**config.mk**
```make
export PLATFORM = sky130hd
export DESIGN_NAME = uart_input_ctrl_flat
export DESIGN_NICKNAME = d
export VERILOG_FILES = /design/src/rtl/uart_input_ctrl_if.sv /design/src/rtl/uart_input_ctrl.sv /design/src/flat_wrapper.sv
export SDC_FILE = /design/constraint.sdc
export NUM_CORES = 1
export LEC_CHECK = 0
export CAP_MARGIN = 20
export CORE_ASPECT_RATIO = 0.9
export CORE_MARGIN = 10
export CORE_UTILIZATION = 52
export CTS_CLUSTER_SIZE = 14
export DETAILED_ROUTE_END_ITERATION = 7
export GPL_ROUTABILITY_DRIVEN = 0
export PLACE_DENSITY = 0.85
export SLEW_MARGIN = 25
export SYNTH_ARGS = -nofsm -noshare
export SYNTH_HDL_FRONTEND = slang
export SYNTH_SLANG_ARGS = --single-unit
```
**constraint.sdc**
```tcl
create_clock -name clock -period 4.8 [get_ports clock]
set_clock_uncertainty 0.2 [all_clocks]
set_input_delay 1.2 -clock clock [delete_from_list [all_inputs] [get_ports clock]]
set_output_delay 1.2 -clock clock [all_outputs]
set_load 0.01 [all_outputs]
```
**src/rtl/uart_input_ctrl_if.sv**
```systemverilog
// Decode/UART-side signal bundle for uart_input_ctrl.
// master drives the request and receiver strobe; slave is the controller itself.
interface uart_input_ctrl_if;
   logic        in_req;
   logic [7:0]  rx_byte;
   logic        rx_valid;
   logic [31:0] UART_in;
   logic        rx_signal;
   logic        stall;
   logic        overrun;
   logic        timeout;

   modport master (
      output in_req, rx_byte, rx_valid,
      input  UART_in, rx_signal, stall, overrun, timeout
   );

   modport slave (
      input  in_req, rx_byte, rx_valid,
      output UART_in, rx_signal, stall, overrun, timeout
   );
endinterface

```
**src/rtl/uart_input_ctrl.sv**
```systemverilog
// UART input instruction controller: stalls the pipeline while BYTES received bytes
// are packed little-endian into a 32-bit word, then presents it for one write cycle.
module uart_input_ctrl #(
   parameter int BYTES   = 4,
   parameter int TIMEOUT = 0
) (
   input  logic              clock,
   input  logic              reset,
   uart_input_ctrl_if.slave  bus
);

   typedef enum logic [1:0] {
      IDLE    = 2'd0,
      COLLECT = 2'd1,
      DELIVER = 2'd2
   } state_t;

   localparam logic [1:0]  LAST = 2'(BYTES - 1);
   localparam logic [15:0] TLIM = 16'(TIMEOUT - 1);

   state_t      state, state_nxt;
   logic [1:0]  cnt, cnt_nxt;
   logic [15:0] idle_cnt, idle_nxt;
   logic [31:0] word, word_nxt;
   logic        ovr, ovr_nxt;
   logic        tmo, tmo_nxt;
   logic        expire;

   // Expiry is judged on the cycle's starting count, so a byte arriving in that
   // same cycle is still taken before the short word is delivered.
   assign expire = (TIMEOUT != 0) && (idle_cnt == TLIM);

   always_ff @(posedge clock or negedge reset) begin
      if (!reset) begin
         state    <= IDLE;
         cnt      <= '0;
         idle_cnt <= '0;
         word     <= '0;
         ovr      <= 1'b0;
         tmo      <= 1'b0;
      end else begin
         state    <= state_nxt;
         cnt      <= cnt_nxt;
         idle_cnt <= idle_nxt;
         word     <= word_nxt;
         ovr      <= ovr_nxt;
         tmo      <= tmo_nxt;
      end
   end

   always_comb begin
      state_nxt = state;
      cnt_nxt   = cnt;
      idle_nxt  = idle_cnt;
      word_nxt  = word;
      ovr_nxt   = ovr;
      tmo_nxt   = tmo;
      case (state)
         IDLE: begin
            if (bus.rx_valid) ovr_nxt = 1'b1;
            if (bus.in_req) begin
               cnt_nxt   = '0;
               idle_nxt  = '0;
               word_nxt  = '0;
               state_nxt = COLLECT;
            end
         end
         COLLECT: begin
            if (bus.rx_valid) begin
               word_nxt[{cnt, 3'b000} +: 8] = bus.rx_byte;
               cnt_nxt  = cnt + 2'd1;
               idle_nxt = '0;
               if (cnt == LAST) begin
                  state_nxt = DELIVER;
               end else if (expire) begin
                  state_nxt = DELIVER;
                  tmo_nxt   = 1'b1;
               end
            end else if (expire) begin
               state_nxt = DELIVER;
               tmo_nxt   = 1'b1;
            end else begin
               idle_nxt = idle_cnt + 16'd1;
            end
         end
         DELIVER: begin
            if (bus.rx_valid) ovr_nxt = 1'b1;
            state_nxt = IDLE;
         end
         default: state_nxt = IDLE;
      endcase
   end

   assign bus.UART_in   = word;
   assign bus.overrun   = ovr;
   assign bus.timeout   = tmo;
   assign bus.stall     = (state == COLLECT);
   assign bus.rx_signal = (state == DELIVER);

endmodule

```
**src/flat_wrapper.sv**
```systemverilog
// flat-port wrapper written by rule: the top's interface ports become plain ports
module uart_input_ctrl_flat 
#(
   parameter int BYTES   = 4,
   parameter int TIMEOUT = 0
)
  (clock, reset, bus_in_req, bus_rx_byte, bus_rx_valid, bus_UART_in, bus_rx_signal, bus_stall, bus_overrun, bus_timeout);
  uart_input_ctrl_if bus_i ();
  input  logic clock;
  input  logic reset;
  input wire logic [$bits(bus_i.in_req)-1:0] bus_in_req;
  input wire logic [$bits(bus_i.rx_byte)-1:0] bus_rx_byte;
  input wire logic [$bits(bus_i.rx_valid)-1:0] bus_rx_valid;
  output wire logic [$bits(bus_i.UART_in)-1:0] bus_UART_in;
  output wire logic [$bits(bus_i.rx_signal)-1:0] bus_rx_signal;
  output wire logic [$bits(bus_i.stall)-1:0] bus_stall;
  output wire logic [$bits(bus_i.overrun)-1:0] bus_overrun;
  output wire logic [$bits(bus_i.timeout)-1:0] bus_timeout;
  assign bus_i.in_req = bus_in_req;
  assign bus_i.rx_byte = bus_rx_byte;
  assign bus_i.rx_valid = bus_rx_valid;
  assign bus_UART_in = bus_i.UART_in;
  assign bus_rx_signal = bus_i.rx_signal;
  assign bus_stall = bus_i.stall;
  assign bus_overrun = bus_i.overrun;
  assign bus_timeout = bus_i.timeout;
  uart_input_ctrl #(.BYTES(BYTES), .TIMEOUT(TIMEOUT)) u_core (.clock(clock), .reset(reset), .bus(bus_i));
endmodule
```
# After elaboration in Yosys (flattened, before gate mapping)
# Index checks and enable logic that the tools add are counted.
# word_totals
in_bits	12
register_bits	37
# classes
eq_ne	6
n_reduce_logical	6
add_sub_neg	2
shifts	2
muxes	11
# ops
op	n
$mux W32	2
$pmux W32 S2	1
$bwmux W32	1
$shift A8 B7 Y32 const A	1
$shiftx A8 B7 Y32	1
$mux W2	5
$pmux W2 S2	2
$neg A5 Y7	1
$reduce_and A3 Y1	2
$eq A2 B2 Y1 const B	2
$ne A2 B2 Y1 const B	2
$add A2 B1 Y2 const B	1
$eq A2 B1 Y1 const B	1
$logic_not A2 Y1	1
$ne A2 B1 Y1 const B	1
$reduce_and A2 Y1	1
$reduce_bool A2 Y1	1
$reduce_or A2 Y1	1

# Longest topological paths before layout
# logic_depth
word_depth	5
depth_mapped	6
mapped_depth_nobuf	5

# Worst setup path before layout
# OpenSTA, ideal clock, no wires.
# synth_timing
path_type	input to register
startpoint	in bus_rx_valid
endpoint	reg u_core.word[10] (netlist: u_core.bus.UART_in[10])
stages	4
arrival_time_ps	2100
setup_ps	125
setup_slack_ps	2375
required_time_ps	4475
path_buffers	1
path_cell_list	buf_2 -> nand3_1 -> a21oi_4 -> mux2_2
# synth_via
elab_chain_cells	2
# synth_rtl
item	line	source
start: declaration	flat_wrapper.sv:13	input wire logic [$bits(bus_i.rx_valid)-1:0] bus_rx_valid;
$ne A2 B2 Y1 (no line)	-	
$reduce_and A3 Y1 (no line)	-	
end signal: assignment	uart_input_ctrl.sv:45	word <= word_nxt;
end: declaration	uart_input_ctrl.sv:24	logic [31:0] word, word_nxt;
# No other way between the ends.
# A chain may end at the register's enable or synchronous reset.

# Worst setup path after layout
# layout_timing
startpoint	reg u_core.state[1]
endpoint	out bus_stall
# layout_via
elab_chain_cells	1
# layout_rtl
item	line	source
start: declaration	uart_input_ctrl.sv:21	state_t state, state_nxt;
start signal: assignment	uart_input_ctrl.sv:42	state <= state_nxt;
$eq A2 B1 Y1	uart_input_ctrl.sv:97	assign bus.stall = (state == COLLECT);
end: declaration	flat_wrapper.sv:16	output wire logic [$bits(bus_i.stall)-1:0] bus_stall;
# No other way between the ends.

==> summary.txt <==
Yosys
  – Top-area cell type share of the netlist area: 0.487
  – Synth top area cells: dfrtp_1 49%, mux2_2 9.5%, and3_1 5.6%
  – FFs w/ async S/R, synth: 1.00
  – Cells after Synth: 166
  – Post-synth EDFFs: 0
  – Sequential share of the synthesized area: 0.487
  – Leading area contributor after synthesis: dfrtp_1
  – Avg Inst Size Synth: 11.5 um2
  – Top cells by count, synth: 37 x dfrtp_1, 17 x and3_1, 16 x mux2_2
  – Distinct cell type count of the synthesized netlist: 30
  – Post-synth top flop: dfrtp_1
  – Yosys reg bits: 37
  – Most common cell in the netlist: dfrtp_1
  – Mapped Area: 1900 um2
  – Mapped Nets: 184
  – Yosys warnings: 0

Flow run
  – Max-cap violations: 0

Clock tree
  – Worst skew pair latency: 0.29 ns
  – Postcts setup bufs: 0
  – Root buf cell: clkbuf_8
  – CTS tree: yes
  – CTS sink cnt: 37
  – Max Root-Sink Buffers: 2
  – Hold_buf cts: 0
  – H-tree depth: 2
  – Resize count post-CTS: 0
  – Clock transition at path regs: 0.07 ns
  – CTS Buf Count: 5

Min path
  – Hold Path Origin: u_core.bus.overrun
  – Worst Hold End: u_core.bus.overrun
  – Hold crit path type: reg -> reg
  – Worst hold path stage count: 1

Critical path
  – Crit Path Category: reg -> out
  – RR Startpoint: u_core.cnt[0]
  – Capturing point of the worst reg2reg path: u_core.bus.UART_in[13]
  – Worst Path Required: 3.40 ns
  – Worst Path Arrival: between 1.5 and 2 ns
  – Worst reg2reg path depth: 5
  – Critical path launch point type: flop
  – Crit path max fanout: 11
  – Worst R2R Setup Slack: roughly 2.6 ns
  – Worst setup EP type: output pin

Route
  – Routed Antenna Nets: 0
  – Final wirelength: 4620 um
  – DR vias/cell: 5.49
  – Average wire per standard cell: 18.2 um
  – Remaining routing DRC violations: 0
  – Via count: 1395
  – DR iter-0 viols: 95
  – DR pass1 iterations: 4

GRT
  – Initial antenna violation count: 0
  – Pin count of the biggest net entering global routing: 38
  – Vias in the first global route: 1447
  – Total gr overflow: 0
  – First-pass GRT wire length: approximately 7600 um
  – Global-route usage over all layers: 0.143

Floorplanning
  – Initial core utilization: 0.551
  – Die Span Y: between 70 and 80 um
  – Die Width: approximately 84 um
  – Die area: roughly 6500 um2
  – Ports: 48
  – Rows: 20
  – Core ar.: 3450 um2

Timing
  – Fin crit share: 0.693
  – Final setup viols: 0
  – Slew @ Worst Pin: 0.547 ns
  – Final Critical Period: 3.33 ns
  – Fin Setup TNS: 0 ns
  – RSZ-0062 raised after global routing: no
  – Slew HR: 0.635
  – Final Hold Viols: 0
  – Pins over their slew limit: 0
  – Fmax: 301 MHz

Placed design
  – Post-DP HPWL: 3450 um
  – Placed Instances: 246
  – IO buf count: 46
  – Dpl cell area: approximately 2400 um2

Layout
  – Design area: 2440 um2
  – Area growth, synth to finish: 28.2%
  – Layout cells sized above 1: 0.138
  – Post-Layout Cell Count: around 250
  – Nets: between 200 and 250
  – Diode count: 0
  – Fillers: ~240

Run status
  – Outcome: completed

Power
  – Power density cells: 493 nW/um2
  – VDD IR max: approximately 0.26 mV
  – P_leak: 1.13 nW
==> layer usage <==
layer | share of wire | GRT usage | vias up
met4 | 0.0095 | 0.0452 | 0
met5 | 0 | 0 | -
met1 | 0.44 | 0.174 | 693
li1 | - | - | 664
met3 | 0.061 | 0.0553 | 5
met2 | 0.49 | 0.227 | 33
==> worst max-delay path, stage by stage, from the launching register on <==
cell,delay [ns]
dfrtp_1,0.57
and2b_1,0.47
clkdlybuf4s50_1,0.60
==> worst max path at each step <==
stage	from	end	slack, ns	depth (start not counted)
final	u_core.state[1]	bus_stall	1.47	2
after global routing	u_core.state[1]	bus_stall	1.41	2
after CTS	u_core.state[1]	bus_stall	1.46	2
after floorplan	bus_rx_valid	u_core.bus.UART_in[10]	2.37	4
after global placement	bus_rx_valid	u_core.bus.UART_in[11]	1.73	4
after detailed placement	bus_rx_valid	u_core.bus.UART_in[29]	1.67	4
==> flip-flops by register name, indices dropped and copies added, names as in the netlist <==
| register | count |
|---|---|
| u_core.bus.UART_in | 32 |
| u_core.bus.overrun | 1 |
| u_core.cnt | 2 |
| u_core.state | 2 |
==> through the flow <==
| step | power (mW) | hold slack [ns] | worst slack, ns | util |
|---|---|---|---|---|
| after floorplan | 0.800 | 0.293 | 2.37 | - |
| after global placement | 0.965 | 0.247 | 1.73 | 0.683 |
| after detailed placement | 0.994 | 0.248 | 1.67 | 0.683 |
| after CTS | 1.20 | 0.267 | 1.46 | 0.707 |
| after global routing | 1.27 | 0.294 | 1.41 | 0.707 |
| final | 1.20 | 0.264 | 1.47 | 0.707 |
==> logic make-up after synthesis <==
| family | count (synthesis) | share of synthesized area |
|---|---|---|
| fa+ha+maj | 6 | 0.0394 |
| mux | 33 | 0.189 |
| compound gates | 10 | 0.0559 |
| flops | 37 | 0.487 |
| simple gates | 57 | 0.169 |
| buf+inv | 22 | 0.0579 |
| other cells | 1 | 0.00197 |
==> placed cells by master (no fill, tap or decap), types with 6 or more instances in the layout <==
| master | count |
|---|---|
| ha_1 | 6 |
| inv_1 | 11 |
| and3_1 | 17 |
| dfrtp_1 | 37 |
| mux2i_1 | 9 |
| mux2_1 | 8 |
| nand4_1 | 8 |
| clkdlybuf4s50_1 | 46 |
| nand2_1 | 10 |
| nor3_1 | 8 |
| mux2_2 | 16 |
==> power breakdown <==
part	leakage, nW	total [mW]	internal [mW]	switching, mW
registers	0.502	0.444	0.379	0.0658
clock network	0.0450	0.210	0.101	0.109
logic	0.587	0.548	0.255	0.293
==> layout make-up <==
| type | count | area [um2] | area share |
|---|---|---|---|
| flip-flops and latches | 37 | 926 | 0.379 |
| multi-input cells | 107 | 867 | 0.355 |
| repair buffers | 47 | 468 | 0.192 |
| clock buffers | 6 | 72.6 | 0.0297 |
| well taps | 44 | 55.1 | 0.0226 |
| inverters | 11 | 41.3 | 0.0169 |
| clock inverters | 2 | 10.0 | 0.00410 |
Power figures use the tool's default switching activity.
